--- config.mk ---
export PLATFORM = sky130hd
export DESIGN_NAME = bcd_scan_display
export DESIGN_NICKNAME = d
export VERILOG_FILES = /design/src/rtl/bcd_scan_display.sv
export SDC_FILE = /design/constraint.sdc
export NUM_CORES = 1
export LEC_CHECK = 0
export ABC_AREA = 1
export CAP_MARGIN = 20
export CORE_AREA = 2 2 110 112
export CTS_CLUSTER_DIAMETER = 100
export CTS_CLUSTER_SIZE = 30
export DETAILED_ROUTE_END_ITERATION = 10
export DIE_AREA = 0 0 112 114
export MAX_ROUTING_LAYER = met4
export REMOVE_ABC_BUFFERS = 1
export SLEW_MARGIN = 30
export SYNTH_ARGS = -nofsm -noshare
export SYNTH_HDL_FRONTEND = slang
export SYNTH_SLANG_ARGS = --single-unit
--- constraint.sdc ---
create_clock -name clk -period 1.68 [get_ports clk]
set_input_delay 0.168 -clock clk [delete_from_list [all_inputs] [get_ports clk]]
set_output_delay 0.168 -clock clk [all_outputs]
set_load 0.01 [all_outputs]
--- src/rtl/bcd_scan_display.sv ---
// bcd_scan_display
// Sequential binary-to-BCD converter (shift-and-add-3, one bit per clock)
// feeding a time-multiplexed, active-low seven-segment display.
// The display registers hold the last finished result, so a conversion in
// progress never disturbs what is shown.
// Optional feature macro: BCD_SCAN_LZ_BLANK_EN (leading-zero blanking).
// When it is undefined, every digit is shown, including leading zeros.

module bcd_scan_display #(
   parameter int WIDTH       = 8,
   parameter int DIGITS      = 3,
   parameter int REFRESH_DIV = 50000
) (
   input  logic              clk,
   input  logic              rst,
   input  logic [WIDTH-1:0]  bin_in,
   input  logic              start,
   output logic              ready,
   output logic              overflow,
   output logic [6:0]        seg,
   output logic [DIGITS-1:0] an
);

   localparam int SCR_W = DIGITS * 4;
   localparam int CNT_W = $clog2(WIDTH + 1);
   localparam int REF_W = (REFRESH_DIV > 1) ? $clog2(REFRESH_DIV) : 1;
   localparam int IDX_W = (DIGITS > 1) ? $clog2(DIGITS) : 1;

   localparam logic [6:0] SEG_BLANK = 7'h7F;
   localparam logic [6:0] SEG_DASH  = 7'b0111111;

   // Largest value representable in DIGITS decimal digits (10^DIGITS - 1).
   function automatic logic [31:0] max_val_f(input int d);
      logic [31:0] p;
      p = 32'd1;
      for (int i = 0; i < d; i++) begin
         p = p * 32'd10;
      end
      return p - 32'd1;
   endfunction

   localparam logic [31:0] MAX_VAL = max_val_f(DIGITS);

   // Adds 3 to every nibble that is 5 or more (the double-dabble correction).
   function automatic logic [SCR_W-1:0] add3_all(input logic [SCR_W-1:0] s);
      logic [SCR_W-1:0] r;
      r = s;
      for (int i = 0; i < DIGITS; i++) begin
         r[i*4 +: 4] = (s[i*4 +: 4] >= 4'd5) ? (s[i*4 +: 4] + 4'd3) : s[i*4 +: 4];
      end
      return r;
   endfunction

   // Active-low glyph for one hex nibble, segments ordered {g,f,e,d,c,b,a}.
   function automatic logic [6:0] glyph_f(input logic [3:0] n);
      logic [6:0] g;
      case (n)
         4'h0:    g = 7'b1000000;
         4'h1:    g = 7'b1111001;
         4'h2:    g = 7'b0100100;
         4'h3:    g = 7'b0110000;
         4'h4:    g = 7'b0011001;
         4'h5:    g = 7'b0010010;
         4'h6:    g = 7'b0000010;
         4'h7:    g = 7'b1111000;
         4'h8:    g = 7'b0000000;
         4'h9:    g = 7'b0010000;
         4'hA:    g = 7'b0001000;
         4'hB:    g = 7'b0000011;
         4'hC:    g = 7'b1000110;
         4'hD:    g = 7'b0100001;
         4'hE:    g = 7'b0000110;
         4'hF:    g = 7'b0001110;
         default: g = SEG_BLANK;
      endcase
      return g;
   endfunction

   typedef enum logic [1:0] {
      ST_IDLE    = 2'd0,
      ST_CONVERT = 2'd1,
      ST_LATCH   = 2'd2
   } state_t;

   state_t             state_q, state_d;
   logic [WIDTH-1:0]   shift_q, shift_d;
   logic [SCR_W-1:0]   scratch_q, scratch_d;
   logic [CNT_W-1:0]   bit_cnt_q, bit_cnt_d;
   logic               ovf_pend_q, ovf_pend_d;
   logic [SCR_W-1:0]   disp_q, disp_d;
   logic               overflow_q, overflow_d;
   logic               ready_q, ready_d;
   logic [REF_W-1:0]   ref_cnt_q, ref_cnt_d;
   logic [IDX_W-1:0]   scan_idx_q, scan_idx_d;
   logic [6:0]         seg_q, seg_d;
   logic [DIGITS-1:0]  an_q, an_d;

   logic               load_s;
   logic               shift_en_s;
   logic               latch_en_s;
   logic               last_bit_s;
   logic               ovf_in_s;
   logic [SCR_W-1:0]   scr_adj_s;
   logic [3:0]         nib_s;
   logic               blank_s;
   logic               ref_wrap_s;

   assign last_bit_s = (bit_cnt_q == CNT_W'(WIDTH - 1));
   assign ovf_in_s   = ({{(32-WIDTH){1'b0}}, bin_in} > MAX_VAL);
   assign scr_adj_s  = add3_all(scratch_q);

   // FSM state register.
   always_ff @(posedge clk) begin
      if (rst) begin
         state_q <= ST_IDLE;
      end else begin
         state_q <= state_d;
      end
   end

   // FSM next-state logic: IDLE -> CONVERT (WIDTH cycles) -> LATCH (1 cycle).
   always_comb begin
      state_d = state_q;
      case (state_q)
         ST_IDLE: begin
            if (start) begin
               state_d = ST_CONVERT;
            end else begin
               state_d = ST_IDLE;
            end
         end
         ST_CONVERT: begin
            if (last_bit_s) begin
               state_d = ST_LATCH;
            end else begin
               state_d = ST_CONVERT;
            end
         end
         ST_LATCH: state_d = ST_IDLE;
         default:  state_d = ST_IDLE;
      endcase
   end

   // FSM outputs: datapath strobes and the next value of ready.
   always_comb begin
      load_s     = 1'b0;
      shift_en_s = 1'b0;
      latch_en_s = 1'b0;
      case (state_q)
         ST_IDLE:    load_s     = start;
         ST_CONVERT: shift_en_s = 1'b1;
         ST_LATCH:   latch_en_s = 1'b1;
         default: begin
            load_s     = 1'b0;
            shift_en_s = 1'b0;
            latch_en_s = 1'b0;
         end
      endcase
      ready_d = (state_d == ST_IDLE);
   end

   // Conversion datapath: capture, add-3 then shift, and result latch.
   always_comb begin
      shift_d    = shift_q;
      scratch_d  = scratch_q;
      bit_cnt_d  = bit_cnt_q;
      ovf_pend_d = ovf_pend_q;
      disp_d     = disp_q;
      overflow_d = overflow_q;
      if (load_s) begin
         shift_d    = bin_in;
         scratch_d  = {SCR_W{1'b0}};
         bit_cnt_d  = {CNT_W{1'b0}};
         ovf_pend_d = ovf_in_s;
      end else if (shift_en_s) begin
         // The bit shifted out of the top nibble is dropped; overflow covers it.
         {scratch_d, shift_d} = {scr_adj_s, shift_q} << 1;
         bit_cnt_d            = bit_cnt_q + CNT_W'(1);
      end else if (latch_en_s) begin
         disp_d     = scratch_q;
         overflow_d = ovf_pend_q;
      end else begin
         disp_d     = disp_q;
         overflow_d = overflow_q;
      end
   end

   // Conversion and result registers.
   always_ff @(posedge clk) begin
      if (rst) begin
         shift_q    <= {WIDTH{1'b0}};
         scratch_q  <= {SCR_W{1'b0}};
         bit_cnt_q  <= {CNT_W{1'b0}};
         ovf_pend_q <= 1'b0;
         disp_q     <= {SCR_W{1'b0}};
         overflow_q <= 1'b0;
         ready_q    <= 1'b1;
      end else begin
         shift_q    <= shift_d;
         scratch_q  <= scratch_d;
         bit_cnt_q  <= bit_cnt_d;
         ovf_pend_q <= ovf_pend_d;
         disp_q     <= disp_d;
         overflow_q <= overflow_d;
         ready_q    <= ready_d;
      end
   end

   // Refresh divider and scan index; the index moves on each divider wrap.
   always_comb begin
      ref_wrap_s = (ref_cnt_q == REF_W'(REFRESH_DIV - 1));
      if (ref_wrap_s) begin
         ref_cnt_d = {REF_W{1'b0}};
         if (scan_idx_q == IDX_W'(DIGITS - 1)) begin
            scan_idx_d = {IDX_W{1'b0}};
         end else begin
            scan_idx_d = scan_idx_q + IDX_W'(1);
         end
      end else begin
         ref_cnt_d  = ref_cnt_q + REF_W'(1);
         scan_idx_d = scan_idx_q;
      end
   end

   // Glyph selection for the digit being scanned (dash on overflow).
   always_comb begin
      nib_s   = 4'd0;
      blank_s = 1'b0;
`ifdef BCD_SCAN_LZ_BLANK_EN
      begin : lz_scan
         logic seen;
         seen = 1'b0;
         // Walk from the top digit down; a digit is blank until a non-zero
         // nibble has been seen at or above it. Digit 0 is never blank.
         for (int i = DIGITS - 1; i >= 0; i--) begin
            seen    = seen | (disp_q[i*4 +: 4] != 4'd0);
            nib_s   = nib_s | ((scan_idx_q == IDX_W'(i)) ? disp_q[i*4 +: 4] : 4'd0);
            blank_s = blank_s | ((scan_idx_q == IDX_W'(i)) && (i != 0) && !seen);
         end
      end
`else
      for (int i = 0; i < DIGITS; i++) begin
         nib_s = nib_s | ((scan_idx_q == IDX_W'(i)) ? disp_q[i*4 +: 4] : 4'd0);
      end
`endif
      if (overflow_q) begin
         seg_d = SEG_DASH;
      end else if (blank_s) begin
         seg_d = SEG_BLANK;
      end else begin
         seg_d = glyph_f(nib_s);
      end
      an_d = ~(DIGITS'(1) << scan_idx_q);
   end

   // Scan registers: enable and glyph are updated on the same edge.
   always_ff @(posedge clk) begin
      if (rst) begin
         ref_cnt_q  <= {REF_W{1'b0}};
         scan_idx_q <= {IDX_W{1'b0}};
         seg_q      <= SEG_BLANK;
         an_q       <= {DIGITS{1'b1}};
      end else begin
         ref_cnt_q  <= ref_cnt_d;
         scan_idx_q <= scan_idx_d;
         seg_q      <= seg_d;
         an_q       <= an_d;
      end
   end

   assign ready    = ready_q;
   assign overflow = overflow_q;
   assign seg      = seg_q;
   assign an       = an_q;

endmodule

### Word-level counts from Yosys, hierarchy flattened

Memory sizes are Yosys's and may differ from the RTL's. A register that Yosys moved wholly into a read port is not among the register bits.
Cells that the tools add are included.

* flip-flop bits (word level): 60
* latch bits: 0
* RAM bits: 0
* memory bits (read-only): 112
* input port bits: 11
* output and inout bits: 12
* logic and storage cells: 53
* memories kept: 1

* add/sub/neg operators: 6
* multiply operators: 0
* div/mod/pow operators: 0
* $lt $le $gt $ge: 3
* eq/ne operators: 6
* shift-type cells: 1
* mux-type cells: 15
* bitwise gates (word level): 5
* reductions and logical operators: 7

Memory list
* (no name shown): words 16, bits a word 7, rd ports 1, clocked after Yosys merged registers in 1, wr ports 0, RTL line 57 `case (n)`

Operator list (number)
* two-way mux 4 bit: 5
* adder 16 x 1 -> 16 bit, second input constant: 1
* == test 16 bit, second input constant: 1
* two-way mux 8 bit: 2
* greater-or-equal comparator 4 x 3 -> 1 bit, second input constant: 3
* adder 4 x 2 -> 4 bit, second input constant: 2
* OR 4 bit: 2
* zero test 2 bit: 3
* adder 4 x 1 -> 4 bit, second input constant: 1
* == test 2 x 1 -> 1 bit, second input constant: 2
* == test 2 bit, second input constant: 2
* == test 4 x 3 -> 1 bit, second input constant: 1
* two-way mux 1 bit: 4
* two-way mux 2 bit: 2
* case mux 2 bit (2 select lines): 1
* OR reduction 2 bit: 2
* adder 3 x 2 -> 3 bit, second input constant: 1
* two-way mux 3 bit: 1
* NOT 3 bit: 1
* AND reduction 3 bit: 1
* left shift 1 x 2 -> 3 bit, first input constant: 1
* adder 2 x 1 -> 2 bit, second input constant: 1
* NOT 1 bit: 2
* nonzero test 2 bit: 1

### Logic depth before layout (Yosys ltp)

* depth in word-level cells: 4
* mapped depth: 11
* mapped depth without buffers: 11

### Worst setup path after synthesis

OpenSTA, ideal clock, no wires.

* path type: flip-flop to flip-flop
* start point: reg scan_idx_q[0]
* end point: reg seg_q[3], in the netlist seg[3]
* library setup time: 0.128 ns
* data arrival time: 1.417 ns
* required time: 1.552 ns
* slack: 0.136 ns
* stages on the path, launching flop included: 12
* path buffers: 0
* clock period less this slack: 1.544 ns
* cell sequence: dfxtp_1 inv_2 nor2_2 nand2_1 nand3_1 inv_1 ha_1 inv_1 nand2_1 nand2_1 nand2_1 nand3_1

* longest elaborated chain between the ends: 4
* elaborated cells between the ends (all ways): 8
* those cells by class: eq/ne (2); mux (3); bitwise (2); reduce/logical (1)

RTL lines
* start: declaration: RTL line 94 `logic [IDX_W-1:0] scan_idx_q, scan_idx_d;`
* start signal: assignment: RTL line 260 `scan_idx_q <= {IDX_W{1'b0}};`
* start signal: assignment: RTL line 265 `scan_idx_q <= scan_idx_d;`
* == test 2 x 1 -> 1 bit or zero test 2 bit (tied branches): RTL line 243 `nib_s = nib_s | ((scan_idx_q == IDX_W'(i)) ? disp_q[i*4 +: 4] : 4'd0);`
* two-way mux 4 bit: RTL line 243
* OR 4 bit: RTL line 243
* OR 4 bit (*): RTL line 243
* end signal: assignment: RTL line 266 `seg_q <= seg_d;`
* end: declaration: RTL line 95 `logic [6:0] seg_q, seg_d;`

Every way passes the cells marked *; elsewhere a longest branch is shown, timed or not.
A chain may end at the register's enable or synchronous reset.

### Worst setup path in the final report

* start point: reg scan_idx_q[0]
* end point: reg seg_q[4], in the netlist seg[4]

The elaborated chain is that of the path after synthesis.

==> results.txt <==
The run finished with clean final reports. The post-synth design cell area is 0.00318 sq mm. The static power due to leakage is 1.56 nW.

Of the post-synthesis cell area, the dominant cell type holds 0.422. Of the synthesized area, sequential elements account for 0.422. No sink is reached through more buffers than the 2 on the longest clock path. STA puts the critical path data required time at 1.95 ns. The clock skew came out at 0.00701 ns. The cell family contributing the most delay on the critical path is simple AND/OR/NAND/NOR gates.

The category of the worst setup path launch point is a flip-flop. The number of buffer and inverter instances along the worst setup path is 2. The data arrival at the endpoint of the critical path is 1.80 ns. Before CTS, the worst setup slack after placement is -0.0248 ns. The critical path class is flip-flop to flip-flop. The quantity of I/O buffers inserted on ports is 21. The filler-free cell count of the finished design is 637. The DRC violations left is 0.

The end-of-flow core utilization came out at 0.334. TritonCTS built the clock tree. Buffers inserted during clock tree synthesis total 9. STA classifies the critical path endpoint as a flip-flop. IR analysis of the VDD net gives a maximum drop of 675 uV. The number of placed I/O pins came out at 23. The fraction of registers with async set/reset is 0. The cell count after placement is 620. For this run, the leading register cell type out of synthesis is sky130_fd_sc_hd__dfxtp_1. The latest clock arrival within the worst-skew pair is 0.33 ns. The maximum fanout along the worst path came out at 5.

The minimum clock period came out at 1.53 ns. The number of placement rows came out at 40. Yosys printed 0 warnings. The number of endpoints failing setup at the final stage is 0. The slowest stage of the critical path is the sky130_fd_sc_hd__dfxtp_4 cell. The horizontal extent of the die is 112 um. The count of antenna-violating nets left after detailed routing came out at 0. The number of library cell types mapped by synthesis came out at 29. The average instance area after synthesis came out at 7.01 sq um. The number of violations of the max-capacitance limit is 0. In the post-synthesis netlist, the biggest area contributors are sky130_fd_sc_hd__dfxtp_1, sky130_fd_sc_hd__nand2_1, sky130_fd_sc_hd__nor2_1.

The number of diodes added for antenna fixing is 0. The final count of pins violating max slew came out at 0. The final global-route overflow total came out at 0. In the final routed layout, each cell accounts on average for 10.4 um.

The top cell type by total area after synthesis is sky130_fd_sc_hd__dfxtp_1. The share of cells above drive strength 1 came out at 0.100. In this run the worst hold path is classified as primary input to flip-flop.

Dividing the detail-routed via count by the number of cells gives 4.36. The critical path goes through nor2_2 -> buf_4 -> nand2_1 -> nand3_2 -> buf_4 -> ha_2 -> nand4_1 -> nor2_1 -> nor2_1 -> nand2_1. The CTS H-tree depth is 3. After routing the design area is 0.00391 sq mm. The number of synthesized flops with an enable pin is 0. Summed over all failing endpoints, the final setup total negative slack is 0 ns. The maximum operating frequency is 0.654 GHz. The final total power came out at 3.63 mW. The fraction of the cycle the final worst path needs came out at 0.910. The clock-pin slew reported for the worst setup and hold paths after clock tree synthesis is 0.06 ns. The die outline area is 0.0128 sq mm.

The post-synthesis cell count came out at 454. The wire length reported by the detailed router is 6640 um. The floorplan die height is 114 um. After layout, the worst setup slack is 0.151 ns. The largest net degree at the start of global routing came out at 22. After synthesis, the most frequently instantiated cells are sky130_fd_sc_hd__nand2_1, sky130_fd_sc_hd__dfxtp_1, sky130_fd_sc_hd__nor2_1.

The most common cell in the netlist is sky130_fd_sc_hd__nand2_1. The detailed router finished its first iteration with 127 violations. The number of storage elements in the synthesis netlist came out at 67. The via count of the first global-routing pass is 2731.

The tree is rooted in a sky130_fd_sc_hd__clkbuf_16. The first-pass detailed-route iteration total is 4. The initial antenna violation count came out at 0. The post-route worst hold slack came out at 0.414 ns. The last weighted congestion value of the routability-driven placer is 0.881. The first-pass GRT wire length is 11800 um. The total count of hold-check failures in the final report is 0. Hold repair after CTS inserted 0 buffers. The via count came out at 2776. The power density over cell area is 928 mW/mm^2.

The wire-length estimate of the detail-placed layout is 4730 um. The number of sinks driven by the clock tree is 67. In the final design database the tool counted 510 nets.

The cell area after placement is 0.00360 sq mm. In this run the standard cell core region covers 0.0117 sq mm. The total routing usage reported by global routing is 0.115. The critical path's largest stage delay is 0.36 ns. Compared with the post-synthesis result, the final layout area differs by 23.0%.

For this configuration, the core starts out at a cell density of 0.272.
[cells by family (layout without fill, tap and decap cells)]
group,count (synthesis),count (layout),share of synthesized area
simple gates,231,231,0.308
compound gates,67,67,0.109
flops,67,67,0.422
buf+inv,67,103,0.0857
fa+ha+maj,14,14,0.0551
xor+xnor,7,7,0.0193
other cells,1,1,0.00118
[tightest hold or removal path, cell delays in order]
cell                              delay, ns
sky130_fd_sc_hd__clkdlybuf4s50_1       0.39
sky130_fd_sc_hd__nand2_1               0.06
sky130_fd_sc_hd__a31oi_1               0.07
[state kept, by name, summed over array words and instances, names as in the netlist]
name	count
an	3
bit_cnt_q	4
disp_q	12
ready	1
ref_cnt_q	16
scan_idx_q	2
scratch_q	12
seg	7
shift_q	8
state_q	2
[where the power goes]
group,internal (mW),switching [mW]
clock,1.03,0.700
sequential,1.63,0.0257
combinational,0.104,0.135
total,2.77,0.861
[final cells by class]
class                   instances  area (sq um)
clock buffers                  10           239
clock inverters                 6          41.3
fillers                      1249          7800
inverters                      55           206
multi-input cells             320          1590
flip-flops and latches         67          1350
well taps                     147           184
repair buffers                 32           305
[layer usage]
metal	GRT usage	wire length, um	vias to the layer above
li1	-	-	1493
met1	0.125	3030	1240
met2	0.206	3310	31
met3	0.0255	182	12
met4	0.0431	129	0
met5	-	0	-
[what timing repair did]
action | CTS | global route
pin swaps | 0 | 4
gates resized for setup | 1 | 9
setup endpoints to repair | 4 | 7
buffers inserted | 0 | 1
[cells in the final DEF, fill, tap and decap left out, types with 3 or more instances in the layout]
master                            Yosys  layout
sky130_fd_sc_hd__a21oi_1             34      34
sky130_fd_sc_hd__a31oi_1              7       7
sky130_fd_sc_hd__buf_4                3      10
sky130_fd_sc_hd__clkbuf_16            0       9
sky130_fd_sc_hd__clkdlybuf4s50_1      0      21
sky130_fd_sc_hd__clkinvlp_4           0       3
sky130_fd_sc_hd__dfxtp_1             67      65
sky130_fd_sc_hd__ha_1                14      13
sky130_fd_sc_hd__inv_1               53      51
sky130_fd_sc_hd__inv_2                1       3
sky130_fd_sc_hd__nand2_1            126     126
sky130_fd_sc_hd__nand3_1             25      24
sky130_fd_sc_hd__nand3_2              3       4
sky130_fd_sc_hd__nand4_1              6       6
sky130_fd_sc_hd__nor2_1              56      54
sky130_fd_sc_hd__nor2_2               4       4
sky130_fd_sc_hd__nor2_4               1       3
sky130_fd_sc_hd__o21ai_0             25      25
sky130_fd_sc_hd__xor2_1               6       6
[path summary, 6_finish.rpt]
check                                           startpoint                   endpoint  slack, ns  cells past startpoint
worst max register to register  scan_idx_q[0]$_SDFFE_PP0N_          seg[4]$_SDFF_PP1_       0.15                     10
worst max-delay path            scan_idx_q[0]$_SDFFE_PP0N_          seg[4]$_SDFF_PP1_       0.15                     10
worst min register to register   scratch_q[7]$_SDFFE_PP0N_  scratch_q[7]$_SDFFE_PP0N_       0.46                      2
worst min-delay path                             bin_in[3]    shift_q[3]$_SDFFE_PP0P_       0.41                      3
Power figures use the tool's default switching activity.
